===== src/rtl/bus_pkg.sv =====
// Shared definitions for the peripheral bus: default widths, region map and
// the copy-master state encoding.
package bus_pkg;

   localparam int unsigned BUS_ADDR_W = 16;
   localparam int unsigned BUS_DATA_W = 32;

   // Region is selected by the top address nibble.
   localparam logic [3:0] REGION_RAM = 4'h0;
   localparam logic [3:0] REGION_LED = 4'h1;

   localparam int unsigned WORD_BYTES = 4;

   typedef enum logic [2:0] {
      StIdle,
      StRdReq,
      StRdWait,
      StWr,
      StFin
   } copy_state_e;

endpackage


===== src/rtl/bus_copy_master.sv =====
// Word copier acting as a second bus master: one read then one write per word,
// with a read-response timeout that aborts the copy and flags a sticky error.
module bus_copy_master
   import bus_pkg::*;
#(
   parameter int unsigned ADDR_W  = BUS_ADDR_W,
   parameter int unsigned DATA_W  = BUS_DATA_W,
   parameter int unsigned LEN_W   = 12,
   parameter int unsigned TIMEOUT = 15
) (
   input  logic              clk,
   input  logic              rst_n,
   input  logic              start,
   input  logic [ADDR_W-1:0] src_addr,
   input  logic [ADDR_W-1:0] dst_addr,
   input  logic [LEN_W-1:0]  len,
   output logic              busy,
   output logic              done,
   output logic              error,
   output logic [LEN_W-1:0]  count,
   output logic              rd_en,
   output logic [ADDR_W-1:0] rd_addr,
   input  logic [DATA_W-1:0] rd_data,
   input  logic              rd_valid,
   output logic              wr_en,
   output logic [ADDR_W-1:0] wr_addr,
   output logic [DATA_W-1:0] wr_data
);

   localparam int unsigned TmoW = $clog2(TIMEOUT + 1);
   localparam logic [ADDR_W-1:0] AlignMask = ~ADDR_W'(WORD_BYTES - 1);
   localparam logic [ADDR_W-1:0] Stride = ADDR_W'(WORD_BYTES);

   copy_state_e state_q, state_d;

   logic [ADDR_W-1:0] src_q, src_d;
   logic [ADDR_W-1:0] dst_q, dst_d;
   logic [LEN_W-1:0]  len_q, len_d;
   logic [LEN_W-1:0]  count_q, count_d;
   logic [TmoW-1:0]   tmo_q, tmo_d;
   logic              error_q, error_d;
   logic              busy_q, busy_d;
   logic              done_q, done_d;
   logic              rd_en_q, rd_en_d;
   logic              wr_en_q, wr_en_d;
   logic [ADDR_W-1:0] rd_addr_q, rd_addr_d;
   logic [ADDR_W-1:0] wr_addr_q, wr_addr_d;
   logic [DATA_W-1:0] wr_data_q, wr_data_d;

   always_ff @(posedge clk or negedge rst_n) begin
      if (!rst_n) begin
         state_q   <= StIdle;
         src_q     <= '0;
         dst_q     <= '0;
         len_q     <= '0;
         count_q   <= '0;
         tmo_q     <= '0;
         error_q   <= 1'b0;
         busy_q    <= 1'b0;
         done_q    <= 1'b0;
         rd_en_q   <= 1'b0;
         wr_en_q   <= 1'b0;
         rd_addr_q <= '0;
         wr_addr_q <= '0;
         wr_data_q <= '0;
      end else begin
         state_q   <= state_d;
         src_q     <= src_d;
         dst_q     <= dst_d;
         len_q     <= len_d;
         count_q   <= count_d;
         tmo_q     <= tmo_d;
         error_q   <= error_d;
         busy_q    <= busy_d;
         done_q    <= done_d;
         rd_en_q   <= rd_en_d;
         wr_en_q   <= wr_en_d;
         rd_addr_q <= rd_addr_d;
         wr_addr_q <= wr_addr_d;
         wr_data_q <= wr_data_d;
      end
   end

   always_comb begin
      state_d   = state_q;
      src_d     = src_q;
      dst_d     = dst_q;
      len_d     = len_q;
      count_d   = count_q;
      tmo_d     = tmo_q;
      error_d   = error_q;
      rd_addr_d = rd_addr_q;
      wr_addr_d = wr_addr_q;
      wr_data_d = wr_data_q;

      unique case (state_q)
         StIdle: begin
            if (start) begin
               src_d   = src_addr & AlignMask;
               dst_d   = dst_addr & AlignMask;
               len_d   = len;
               count_d = '0;
               error_d = 1'b0;
               state_d = (len == '0) ? StFin : StRdReq;
            end
         end
         StRdReq: begin
            tmo_d   = TmoW'(1);
            state_d = StRdWait;
         end
         StRdWait: begin
            if (rd_valid) begin
               wr_data_d = rd_data;
               state_d   = StWr;
            end else if (32'(tmo_q) + 32'd1 >= TIMEOUT) begin
               error_d = 1'b1;
               state_d = StFin;
            end else begin
               tmo_d = tmo_q + TmoW'(1);
            end
         end
         StWr: begin
            count_d = count_q + LEN_W'(1);
            state_d = (count_q + LEN_W'(1) == len_q) ? StFin : StRdReq;
         end
         StFin: begin
            state_d = StIdle;
         end
         default: begin
            state_d = StIdle;
         end
      endcase

      // Strobes are registered against the state being entered so they line up
      // with RD_REQ/WR; done and the busy drop trail FIN by one cycle.
      rd_en_d = (state_d == StRdReq);
      wr_en_d = (state_d == StWr);
      busy_d  = (state_d != StIdle);
      done_d  = (state_q == StFin);

      if (rd_en_d) begin
         rd_addr_d = src_d + ADDR_W'(count_d) * Stride;
      end
      if (wr_en_d) begin
         wr_addr_d = dst_q + ADDR_W'(count_q) * Stride;
      end
   end

   assign busy    = busy_q;
   assign done    = done_q;
   assign error   = error_q;
   assign count   = count_q;
   assign rd_en   = rd_en_q;
   assign rd_addr = rd_addr_q;
   assign wr_en   = wr_en_q;
   assign wr_addr = wr_addr_q;
   assign wr_data = wr_data_q;

endmodule


===== config.mk =====
export PLATFORM = sky130hd
export DESIGN_NAME = bus_copy_master
export DESIGN_NICKNAME = d
export VERILOG_FILES = /design/src/rtl/bus_pkg.sv /design/src/rtl/bus_copy_master.sv
export SDC_FILE = /design/constraint.sdc
export NUM_CORES = 1
export LEC_CHECK = 0
export ABC_AREA = 1
export BUFFER_PORTS_ARGS = -buffer_cell sky130_fd_sc_hd__buf_2
export CAP_MARGIN = 5
export CORE_UTILIZATION = 35
export CTS_BUF_LIST = sky130_fd_sc_hd__clkbuf_8
export DETAILED_ROUTE_END_ITERATION = 8
export SYNTH_ARGS = -nofsm -noshare
export SYNTH_HDL_FRONTEND = slang
export SYNTH_SLANG_ARGS = --single-unit

===== constraint.sdc =====
create_clock -name clk -period 3.25 [get_ports clk]
set_input_delay 0.1625 -clock clk [delete_from_list [all_inputs] [get_ports clk]]
set_output_delay 0.1625 -clock clk [all_outputs]
set_load 0.02 [all_outputs]

* Word level (Yosys, flattened, before mapping)
Index checks and enable logic that the tools add are counted.
** Word-level totals
- RAM bits :: 0
- Bits in latches :: 0
- Bits in read-only memories :: 0
- Register bits after elaboration :: 130
- Memories :: 0
** Operators by class
- Multipliers :: 0
- Reductions and logical operators :: 9
- Muxes and demuxes :: 17
- Div/mod/pow operators :: 0
- $add $sub $neg :: 5
- Order comparisons :: 1
- Bitwise operators :: 0
- Equality and inequality tests :: 11
- Shifts and indexed selects :: 0
** Operators by type and width (count)
- 16-bit by 14-bit adder with 16-bit output :: 2
- 16-bit two-way mux :: 2
- 12-bit one-hot mux with 2 select lines :: 1
- 3-bit two-way mux :: 5
- 12-bit by 1-bit adder with 12-bit output, second input constant :: 1
- 12-bit == test :: 1
- 12-bit logical NOT :: 1
- 12-bit two-way mux :: 1
- 3-bit one-hot mux with 4 select lines :: 1
- 3-bit by 2-bit == test with 1-bit output, second input constant :: 3
- 4-bit two-way mux :: 2
- 2-bit != test, second input constant :: 4
- 4-bit one-hot mux with 2 select lines :: 1
- 3-bit by 1-bit == test with 1-bit output, second input constant :: 2
- 4-bit by 1-bit adder with 5-bit output, second input constant :: 1
- 5-bit by 4-bit >= comparator with 1-bit output, second input constant :: 1
- 4-bit by 1-bit adder with 4-bit output, second input constant :: 1
- 2-bit AND reduction :: 2
- 4-bit AND reduction :: 1
- 2-bit nonzero test :: 2
- 3-bit == test, second input constant :: 1
- 3-bit logical NOT :: 1
- 1-bit two-way mux :: 3
- 3-bit AND reduction :: 1
- other kinds (2) :: 2

* Logic depth before layout (Yosys ltp)
Gate-level depths: netlist of run 1.
- Depth in word-level cells :: 6
- Gate-level depth with buffers :: 23
- Gate-level depth less buffers :: 21

* Least setup slack after synthesis of run 1
OpenSTA, ideal clock, no wires.
- Path kind :: reg2reg
- Start :: register state_q[0]
- End :: register rd_addr_q[14] (netlist: rd_addr[14])
- Setup slack :: 0.064 ns
- Library setup time :: 0.117 ns
- Data arrival time :: 3.068 ns
- Data required time :: 3.133 ns
- Stages on the path, launching flop included :: 23
- Cell sequence :: dfrtp_1 inv_2 nand2_1 nor2_2 buf_4 clkbuf_1 buf_1 nand2_1 nand2_1 ha_1 inv_1 fa_1 o21ai_0 a21o_1 nand2_1 nand2_1 nand3_1 nand2_1 nand3_1 nand2_1 nand2_1 nand3_1 nand2_1
** On the way
- Elaborated cells between the ends (all ways) :: 12
- Classes of those cells :: add/sub: 1; eq/ne: 4; mux: 6; reduce/logical: 1
** RTL lines
- start: declaration :: line bus_copy_master.sv:34 : copy_state_e state_q, state_d;
- start signal: assignment :: line bus_copy_master.sv:52 : state_q <= StIdle;
- start signal: assignment :: line bus_copy_master.sv:67 : state_q <= state_d;
- 3-bit logical NOT :: line bus_copy_master.sv:96 : unique case (state_q)
- 16-bit two-way mux :: line bus_copy_master.sv:96
- named net src_d[2] :: line bus_copy_master.sv:36 : logic [ADDR_W-1:0] src_q, src_d;
- 16-bit by 14-bit adder with 16-bit output :: line bus_copy_master.sv:142 : rd_addr_d = src_d + ADDR_W'(count_d) * Stride;
- end signal: assignment :: line bus_copy_master.sv:78 : rd_addr_q <= rd_addr_d;
- end: declaration :: line bus_copy_master.sv:46 : logic [ADDR_W-1:0] rd_addr_q, rd_addr_d;
The timed path passes the listed nets, and every way through them passes these cells.
A chain may end at the register's enable or synchronous reset.

* Final worst setup path of run 1
- Start :: register state_q[1]
- End :: register rd_addr_q[14] (netlist: rd_addr[14])
** On the way
- Elaborated cells between the ends (all ways) :: 12
- Classes of those cells :: add/sub: 1; eq/ne: 4; mux: 6; reduce/logical: 1
** RTL lines
- 3-bit by 2-bit == test with 1-bit output or 3-bit logical NOT (tied branches) :: line bus_copy_master.sv:96
- 12-bit one-hot mux with 2 select lines * :: line bus_copy_master.sv:96
- named net count_d[1] :: line bus_copy_master.sv:39 : logic [LEN_W-1:0] count_q, count_d;
- 16-bit by 14-bit adder with 16-bit output * :: line bus_copy_master.sv:142
Mark *: on every way through the listed nets, which the timed path passes. The rest lies on a longest branch.

==> qor.yml, run 1 <==
timing:
  finalSetupViolCount: 0
  finalClockSkew_ns: 0.0176
  clock.fmax_ghz: 0.344
  slew_headroom: 0.431
  min_period_ns: 2.91
  rsz0062_at_grt: "false"
  fin_tns_setup_ns: 0
  worst_pin_slew_ns: 0.852
  drv_slew: 0
  period_share: 0.894
  finalHoldViolCount: 0
synthesis:
  synth-edff-count: 0
  synth_seq_cells: 128
  yosys.cell_count.top_type: "nand2_1"
  yosysUniqueCellTypes: 44
  avgSynthCellArea_um2: 8.18
  ys_top_cells_by_area: "dfrtp_1 47%, nand2_1 17%, ha_1 4.8%, nand3_1 3.9%, inv_1 3.2%"
  ys_seq_area_frac: 0.472
  async_flop_share: 1.00
  synth_top_cell_by_area: "dfrtp_1"
  yosys_warnings: 0
  synth_common_cells: "314 x nand2_1, 128 x dfrtp_1, 57 x inv_1"
  syn-cell-area_um2: 6790
  synth_cells: 830
  synth.top_cell.area_share: 0.472
  synth_top_flop_cell: "dfrtp_1"
clock_network:
  cts_buffers: 17
  clock_latency_ns: 0.45
  cts-root-buf: "clkbuf_8"
  cts_tree: "yes"
  cts.path.max_buffers: 2
  cts_htree_levels: 4
  cts.clk_slew.worst_paths_ns: 0.08
  clkSinkCount: 128
layout:
  nFillCells: 1846
  syn2layout_area_growth_pct: 32.5
  nNetsFinal: 1172
  multi_input_area_um2: 3200
  diodes: 0
  ff_latch_area_um2: 3200
  layout-drive-gt1-share: 0.249
critical_path:
  path_cells: "inv_2, nor2_1, nand2_2, inv_4, nor2_4, inv_1, o22ai_1, inv_1, fa_1, o21ai_1, a21o_1, nand2_1, nand2_1, nand3_1, nand2_1, nand3_1, nand2_1, nand2_1, nand3_1, nand2_1"
  path_delay_family: "simple AND/OR/NAND/NOR gates"
  critPathRequiredTime_ns: 3.58
  worst_setup_path_start_kind: "flip-flop"
  cp_slowest_cell: "fa_1"
  path_class: "flip-flop to flip-flop"
  endpoint_kind: "flip-flop"
  worstPathMaxFanout: 9
  critPathArrivalTime_ns: 3.24
  cpMostUsedCell: "nand2_1"
  crit_buf_inv: 4
  critPathMaxStageDelay_ns: 0.46
drt:
  dr.pass1.iters: 4
  routed_wl_um: 17900
  initialDrtViolationCount: 243
  drtAntennaViolNets: 0
  via_count: 6020
  wl_per_cell_um: 13.4
  vias_per_cell: 4.50
  drc: 0
floorplanning:
  die-area_um2: 20000
  core-area_um2: 18800
  die_w_um: 141
  ios: 161
  start_util: 0.361
  die-height_um: 141
  num_rows: 50
power_and_ir_drop:
  vdd_drop_max_v: 0.000400
  leakagePower_nw: 4.80
  totalPowerFinal_mw: 8.88
  p_per_area_nw_per_um2: 987
job:
  drv_cap: 0
place:
  place_congestion: 0.856
  hpwl_um: 12900
  portBuffers: 154
global_routing:
  grt_pass1_wl_um: 28800
  grt_antenna_before_repair: 0
  grt_pass1_vias: 5876
  grt_use_total: 0.187
  grt_max_degree: 55
  overflow: 0
min_path:
  min_path_type: "input pin to flip-flop"
outcome:
  status: "finished, final reports clean"
[power by group]
part	internal (mW)	switching [mW]	total, mW	leakage [nW]
Combinational	1.64	2.99	4.63	2.98
Clock	0.792	0.695	1.49	0.217
Sequential	2.29	0.473	2.76	1.61
Total	4.72	4.16	8.88	4.80
[through the flow]
step | worst slack (ns) | utilization | instances | hold WS, ns | area (um^2)
detailed placement | 0.196 | 0.417 | 1233 | 0.263 | 7850
finish | 0.344 | 0.478 | 1337 | 0.0331 | 8990
floorplan | 0.0641 | - | 831 | -0.133 | 6790
global placement | 0.285 | 0.417 | 1233 | 0.246 | 7850
CTS | 0.168 | 0.476 | 1334 | 0.00333 | 8960
global route | 0.0133 | 0.478 | 1337 | 0.0378 | 8990
[logic make-up after synthesis]
group           after synthesis  synth area share
flops                       128             0.472
fa+ha+maj                    28            0.0538
buf+inv                      94            0.0599
simple gates                457             0.296
xor+xnor                     26            0.0346
compound gates               96            0.0837
other cells                   1          0.000552
[sequential cells by signal (all words and copies together), names as in the netlist]
register  count
tmo_q         4
error         1
state_q       3
len_q        12
rd_en         1
wr_en         1
done          1
wr_data      32
count        12
busy          1
src_q        16
wr_addr      14
rd_addr      16
dst_q        14
[per-layer routing]
| metal | global-route usage | part of all wire |
|---|---|---|
| met3 | 0.0469 | 0.048 |
| met1 | 0.238 | 0.48 |
| met4 | 0.0526 | 0.011 |
| met2 | 0.314 | 0.46 |
| met5 | 0 | 0 |
[placed cells by master, fill, tap and decap left out, drive strengths merged, types with 3 or more instances in the layout]
master,n
clkbuf,18
or2,8
dfrtp,128
nand2,338
xor2,17
dlygate4sd3,69
buf,168
a31oi,3
o21bai,4
o22ai,4
inv,77
ha,26
nor3,5
xnor2,9
o21ai,54
nand3b,5
a21oi,26
bufinv,3
nand3,53
nand4,10
nor2,34
clkinv,4
[tightest hold or removal path, cell delays in order]
cell	delay, ns
buf_2	0.08
o21ai_0	0.10
inv_1	0.10
[path summary, 6_finish.rpt]
check	startpoint	endpoint	slack, ns	depth (start not counted)
worst max-delay path	state_q[1]	rd_addr[14]	0.34	20
worst min-delay path	src_addr[15]	src_q[15]	0.03	3
worst max register to register	state_q[1]	rd_addr[14]	0.34	20
worst min register to register	wr_data[6]	wr_data[6]	0.47	2
max in group asynchronous	rst_n	wr_data[18]	2.06	3
min in group asynchronous	rst_n	wr_data[0]	0.31	2
[area by class of cell]
type	instances	area share
clock buffers	18	0.0275
clock inverters	14	0.0196
well taps	260	0.0362
inverters	71	0.0300
multi-input cells	609	0.356
repair buffers	237	0.174
flip-flops and latches	128	0.356
[what timing repair did]
| action | in CTS | in global routing |
|---|---|---|
| hold buffers | 69 | 0 |
| endpoints found under the hold margin | 117 | 0 |
| resized for setup | 0 | 4 |
| endpoints found under the setup margin | 0 | 4 |
| buffers inserted | 0 | 3 |
Power figures use the tool's default switching activity.
==> run 2, diff against run 1 <==
- CORE_UTILIZATION: 35 -> 51
- CTS_CLUSTER_SIZE: not set -> 14
- PLACE_DENSITY: not set -> 0.79
==> qor.yml, run 2 (synthesized netlist as in run 1, its figures left out) <==
global_routing:
  grt_pass1_vias: 6113  # was 5876
  grt_max_degree: 75  # was 55
  use_met2: 0.450  # was 0.314
  busiest_layer: "met2"  # unchanged
  use_met3: 0.0696  # was 0.0469
  grt_antenna_before_repair: 0  # unchanged
  grt.met1_usage: 0.331  # was 0.238
  grt_use_total: 0.268  # was 0.187
  grt_pass1_wl_um: 29000  # was 28800 um
  overflow: 0  # unchanged
timing:
  finalHoldViolCount: 0  # unchanged
  postLayoutSetupSlackWorst_ns: 0.347  # was 0.344 ns
  clock.fmax_ghz: 0.345  # was 0.344 GHz
  drv_slew: 0  # unchanged
  rsz0062_at_grt: "false"  # unchanged
  worst_pin_slew_ns: 0.933  # was 0.852 ns
  fin_hold_ws_ns: 0.0153  # was 0.0331 ns
  slew_headroom: 0.378  # was 0.431
  finalSetupViolCount: 0  # unchanged
  fin_tns_setup_ns: 0  # unchanged
  finalClockSkew_ns: 0.00974  # was 0.0176 ns
  period_share: 0.893  # was 0.894
  min_period_ns: 2.90  # was 2.91 ns
drt:
  initialDrtViolationCount: 394  # was 243
  routed_wl_um: 17500  # was 17900 um
  vias_per_cell: 5.02  # was 4.50
  drtAntennaViolNets: 0  # unchanged
  drc: 0  # unchanged
  via_count: 6236  # was 6020
  dr.pass1.iters: 5  # was 4
  wl_per_cell_um: 14.1  # was 13.4 um
floorplanning:
  ios: 161  # unchanged
  die-height_um: 117  # was 141 um
  die-area_um2: 13800  # was 20000 um^2
  num_rows: 41  # was 50
  core-area_um2: 12800  # was 18800 um^2
  die_w_um: 117  # was 141 um
  start_util: 0.529  # was 0.361
place:
  portBuffers: 154  # unchanged
  hpwl_um: 11700  # was 12900 um
  pre_cts_slack_ns: 0.176  # was 0.196 ns
  place_congestion: 0.892  # was 0.856
clock_network:
  cts_tree: "yes"  # unchanged
  clkSinkCount: 128  # unchanged
  cts_setup_buffers: 0  # unchanged
  cts_buffers: 17  # unchanged
  clock_latency_ns: 0.46  # was 0.45 ns
  cts.path.max_buffers: 2  # unchanged
  cts-root-buf: "clkbuf_8"  # unchanged
  cts.clk_slew.worst_paths_ns: 0.08  # about the same
  cts_htree_levels: 4  # unchanged
power_and_ir_drop:
  swShare: 0.462  # was 0.468
  p_per_area_nw_per_um2: 1000  # was 987 nW/um^2
  vdd_drop_max_v: 0.000549  # was 0.000400 V
  seq_power_share: 0.311  # about the same
  p_clk_frac: 0.167  # about the same
  p_int_mw: 4.78  # was 4.72 mW
  leakagePower_nw: 4.78  # was 4.80 nW
  combPwrFrac: 0.523  # was 0.522
  power_switching_mw: 4.10  # was 4.16 mW
layout:
  diodes: 0  # unchanged
  fin_util: 0.690  # was 0.478
  nFillCells: 1029  # was 1846
  nNetsFinal: 1166  # was 1172
  layout-drive-gt1-share: 0.245  # was 0.249
  final_common_cell: "nand2_1"  # unchanged
  ff_latch_area_um2: 3200  # unchanged
  largest_reg_flops: 32  # unchanged
  syn2layout_area_growth_pct: 30.3  # was 32.5%
  multi_input_area_um2: 3200  # about the same
  layout_common_cells: "314 x nand2_1, 153 x buf_2, 128 x dfrtp_1"  # unchanged
critical_path:
  path_class: "flip-flop to flip-flop"  # unchanged
  critPathRequiredTime_ns: 3.60  # was 3.58 ns
  critPathMaxStageDelay_ns: 0.47  # was 0.46 ns
  crit_buf_inv: 4  # unchanged
  path_delay_family: "simple AND/OR/NAND/NOR gates"  # unchanged
  critPathArrivalTime_ns: 3.25  # was 3.24 ns
  cp_slowest_cell: "fa_1"  # unchanged
  cpMostUsedCell: "nand2_1"  # unchanged
  worstPathMaxFanout: 9  # unchanged
  path_cells: "inv_2, nor2_1, nand2_2, inv_2, nor2_4, inv_1, o22ai_1, inv_1, fa_1, o21ai_2, a21o_1, nand2_1, nand2_1, nand3_1, nand2_1, nand2_1, nand2_1, nand3_1, nand3_1, nand2_1"  # was inv_2, nor2_1, nand2_2, inv_4, nor2_4, inv_1, o22ai_1, inv_1, fa_1, o21ai_1, a21o_1, nand2_1, nand2_1, nand3_1, nand2_1, nand3_1, nand2_1, nand2_1, nand3_1, nand2_1
  endpoint_kind: "flip-flop"  # unchanged
  worst_setup_path_start_kind: "flip-flop"  # unchanged
outcome:
  status: "finished, final reports clean"  # unchanged
job:
  drv_cap: 0  # unchanged
min_path:
  min_path_type: "input pin to flip-flop"  # unchanged
run 2: what timing repair did:
item,CTS,global route
hold endpoints to repair,140,0
hold buffers,68,0
setup endpoints to repair,0,3
gates resized for setup,0,3
run 2: path summary, 6_finish.rpt:
check	from	end	slack (ns)	cells past startpoint
setup / recovery	state_q[1]	rd_addr[12]	0.35	20
hold / removal	src_addr[14]	src_q[14]	0.02	3
setup reg to reg	state_q[1]	rd_addr[12]	0.35	20
hold reg to reg	wr_data[0]	wr_data[0]	0.47	2
max in group asynchronous	rst_n	rd_addr[0]	2.04	3
min in group asynchronous	rst_n	wr_data[1]	0.39	2
run 2: stage by stage:
stage / area (um^2) / std cells / power, mW
3_3_place_gp: 7740 / 1143 / 7.17
2_1_floorplan: 6790 / 831 / 6.08
4_1_cts: 8840 / 1242 / 8.87
6_report: 8850 / 1242 / 8.88
5_1_grt: 8850 / 1242 / 9.61
3_5_place_dp: 7740 / 1143 / 7.29
run 2: power by group through the flow:
stage | registers (mW) | clock network, mW | logic (mW)
global placement | 2.75 | 0 | 4.42
global route | 2.84 | 1.57 | 5.20
detailed placement | 2.77 | 0 | 4.53
finish | 2.76 | 1.48 | 4.64
floorplan | 3.21 | 0 | 2.87
CTS | 2.75 | 1.50 | 4.62
run 2: cell type report:
type | instances | share of cell area
clock buffer | 19 | 0.0296
inverter | 71 | 0.0303
clock inverter | 12 | 0.0188
multi-input combinational | 609 | 0.362
tap | 172 | 0.0243
sequential | 128 | 0.362
timing repair buffer | 231 | 0.173
run 2: per-layer routing:
layer | part of all wire | up-vias
met3 | 0.060 | 28
li1 | - | 3118
met5 | 0 | -
met2 | 0.49 | 182
met4 | 0.018 | 0
met1 | 0.43 | 2908
run 2: worst reg2reg max path: cells and delay by family (launching register included):
family                     cells  cell delay [ns]
and+or+nand+nor               12             1.04
buffers and inverters          4             0.41
DFF                            1             0.37
adders and majority gates      1             0.47
AOI/OAI and AO/OA              3             0.51
==> run 3, diff against run 2 <==
- CORE_UTILIZATION: 51 -> 56
- PLACE_DENSITY: 0.79 -> 0.83
- clock period: 3.25 -> 3.6 ns (I/O delays scaled with it)
==> qor.yml, run 3 (synthesized netlist as in run 1, its figures left out) <==
critical_path:
  critPathRequiredTime_ns: 3.93  # was 3.60 ns
  cp_slowest_cell: "fa_1"  # unchanged
  critPathArrivalTime_ns: 3.48  # was 3.25 ns
  worstPathMaxFanout: 19  # was 9
  worst-path-stages: 18  # was 20
  critPathMaxStageDelay_ns: 0.44  # was 0.47 ns
  crit_buf_inv: 3  # was 4
  cpMostUsedCell: "nand2_1"  # unchanged
  reg2reg_depth: 18  # was 20
  path_class: "flip-flop to flip-flop"  # unchanged
  r2r_slack_ns: 0.45  # was 0.35 ns
  endpoint_kind: "flip-flop"  # unchanged
  path_cells: "inv_2, nand2_1, nor2_4, inv_2, o21ai_0, inv_1, fa_1, o21ai_0, a21o_1, nand2_1, nand2_1, nand3_1, nand2_1, nand2_1, nand2_1, nand3_1, nand3_1, nand2_1"  # was inv_2, nor2_1, nand2_2, inv_2, nor2_4, inv_1, o22ai_1, inv_1, fa_1, o21ai_2, a21o_1, nand2_1, nand2_1, nand3_1, nand2_1, nand2_1, nand2_1, nand3_1, nand3_1, nand2_1
  worst_setup_path_start_kind: "flip-flop"  # unchanged
  path_delay_family: "simple AND/OR/NAND/NOR gates"  # unchanged
drt:
  routed_wl_um: 17800  # was 17500 um
  via_count: 6329  # was 6236
  vias_per_cell: 5.24  # was 5.02
  dr.pass1.iters: 7  # was 5
  wl_per_cell_um: 14.8  # was 14.1 um
  drtAntennaViolNets: 0  # unchanged
  drc: 17  # was 0
  initialDrtViolationCount: 528  # was 394
min_path:
  whs_path_depth: 3  # unchanged
  min_path_type: "input pin to flip-flop"  # unchanged
clock_network:
  post_cts_resized: 0  # unchanged
  cts-root-buf: "clkbuf_8"  # unchanged
  clkSinkCount: 128  # unchanged
  cts_htree_levels: 4  # unchanged
  cts_setup_buffers: 0  # unchanged
  cts.clk_slew.worst_paths_ns: 0.07  # was 0.08 ns
  cts_buffers: 17  # unchanged
  clock_latency_ns: 0.45  # was 0.46 ns
  cts.path.max_buffers: 2  # unchanged
  hold_buffers: 63  # was 68
  cts_tree: "yes"  # unchanged
power_and_ir_drop:
  p_per_area_nw_per_um2: 919  # was 1000 nW/um^2
  leakagePower_nw: 4.75  # was 4.78 nW
  vdd_drop_max_v: 0.000526  # was 0.000549 V
place:
  hpwl_um: 11700  # about the same
  dpl_cell_area_um2: 7690  # was 7740 um^2
  portBuffers: 154  # unchanged
  place_congestion: 0.873  # was 0.892
timing:
  period_share: 0.874  # was 0.893
  fin_tns_setup_ns: 0  # unchanged
  fin_hold_ws_ns: 0.0102  # was 0.0153 ns
  drv_slew: 0  # unchanged
  finalClockSkew_ns: 0.0107  # was 0.00974 ns
  worst_pin_slew_ns: 0.804  # was 0.933 ns
  finalHoldViolCount: 0  # unchanged
  finalSetupViolCount: 0  # unchanged
  rsz0062_at_grt: "false"  # unchanged
  slew_headroom: 0.463  # was 0.378
  clock.fmax_ghz: 0.318  # was 0.345 GHz
  min_period_ns: 3.15  # was 2.90 ns
floorplanning:
  die_w_um: 112  # was 117 um
  die-area_um2: 12600  # was 13800 um^2
  start_util: 0.585  # was 0.529
  core-area_um2: 11600  # was 12800 um^2
  num_rows: 39  # was 41
  die-height_um: 112  # was 117 um
  ios: 161  # unchanged
layout:
  fin_area_um2: 8740  # was 8850 um^2
  nNetsFinal: 1161  # was 1166
  final_common_cell: "nand2_1"  # unchanged
  layout_common_cells: "314 x nand2_1, 153 x buf_2, 128 x dfrtp_1"  # unchanged
  syn2layout_area_growth_pct: 28.8  # was 30.3%
  fin_util: 0.753  # was 0.690
  largest_reg_flops: 32  # unchanged
  layout-drive-gt1-share: 0.245  # about the same
  diodes: 0  # unchanged
job:
  drv_cap: 0  # unchanged
global_routing:
  grt_max_degree: 65  # was 75
  grt_antenna_before_repair: 1  # was 0
  grt_use_total: 0.303  # was 0.268
  grt_pass1_wl_um: 29700  # was 29000 um
  overflow: 0  # unchanged
  grt_pass1_vias: 6262  # was 6113
outcome:
  status: "complete, but fails checks"  # was finished, final reports clean
  violations: "design-rule violations"
==> run 3: cell types whose count changed in the layout (fill, tap and decap cells not counted) <==
cell,delta
dlygate4sd3_1,-5
clkinv_2,-2
clkinv_4,+4
clkinvlp_4,-1
clkbuf_8,-2
buf_12,-1
inv_6,+1
o21ai_0,+2
o21ai_1,-1
o21ai_2,-1
buf_4,+1
==> run 3: report_power, final <==
group          internal (mW)  total (mW)  switching (mW)
combinational           1.45        4.19            2.75
clock                  0.750        1.34           0.585
sequential              2.07        2.51           0.442
total                   4.26        8.04            3.77
==> run 3: per-stage QoR <==
stage | std cells | power, mW | setup slack, ns
2_1_floorplan | 831 | 5.49 | 0.414
3_3_place_gp | 1114 | 6.44 | 0.580
3_5_place_dp | 1114 | 6.56 | 0.518
4_1_cts | 1208 | 7.98 | 0.457
5_1_grt | 1208 | 8.66 | 0.114
6_report | 1208 | 8.04 | 0.452
==> run 3: area by class of cell <==
class                   instances  area, um^2
well taps                     143         179
clock inverters                14         193
inverters                      71         268
clock buffers                  17         234
repair buffers                226        1470
flip-flops and latches        128        3200
multi-input cells             609        3200
fillers                       834        2870
==> run 3: final timing paths <==
path                             start          end
max                         state_q[0]  rd_addr[12]
min                             len[2]     len_q[2]
max reg2reg                 state_q[0]  rd_addr[12]
min reg2reg                wr_data[16]  wr_data[16]
max in group asynchronous        rst_n  wr_data[17]
min in group asynchronous        rst_n  wr_addr[15]
==> run 3: metal layers <==
layer | GRT usage | vias to the layer above | share of wire
li1 | - | 3103 | -
met1 | 0.365 | 2966 | 0.41
met2 | 0.527 | 215 | 0.50
met3 | 0.0718 | 45 | 0.061
met4 | 0.118 | 0 | 0.026
met5 | 0 | - | 0
==> run 3: worst min-delay path: stages <==
cell     delay [ns]
buf_2          0.09
inv_1          0.05
o21ai_0        0.08
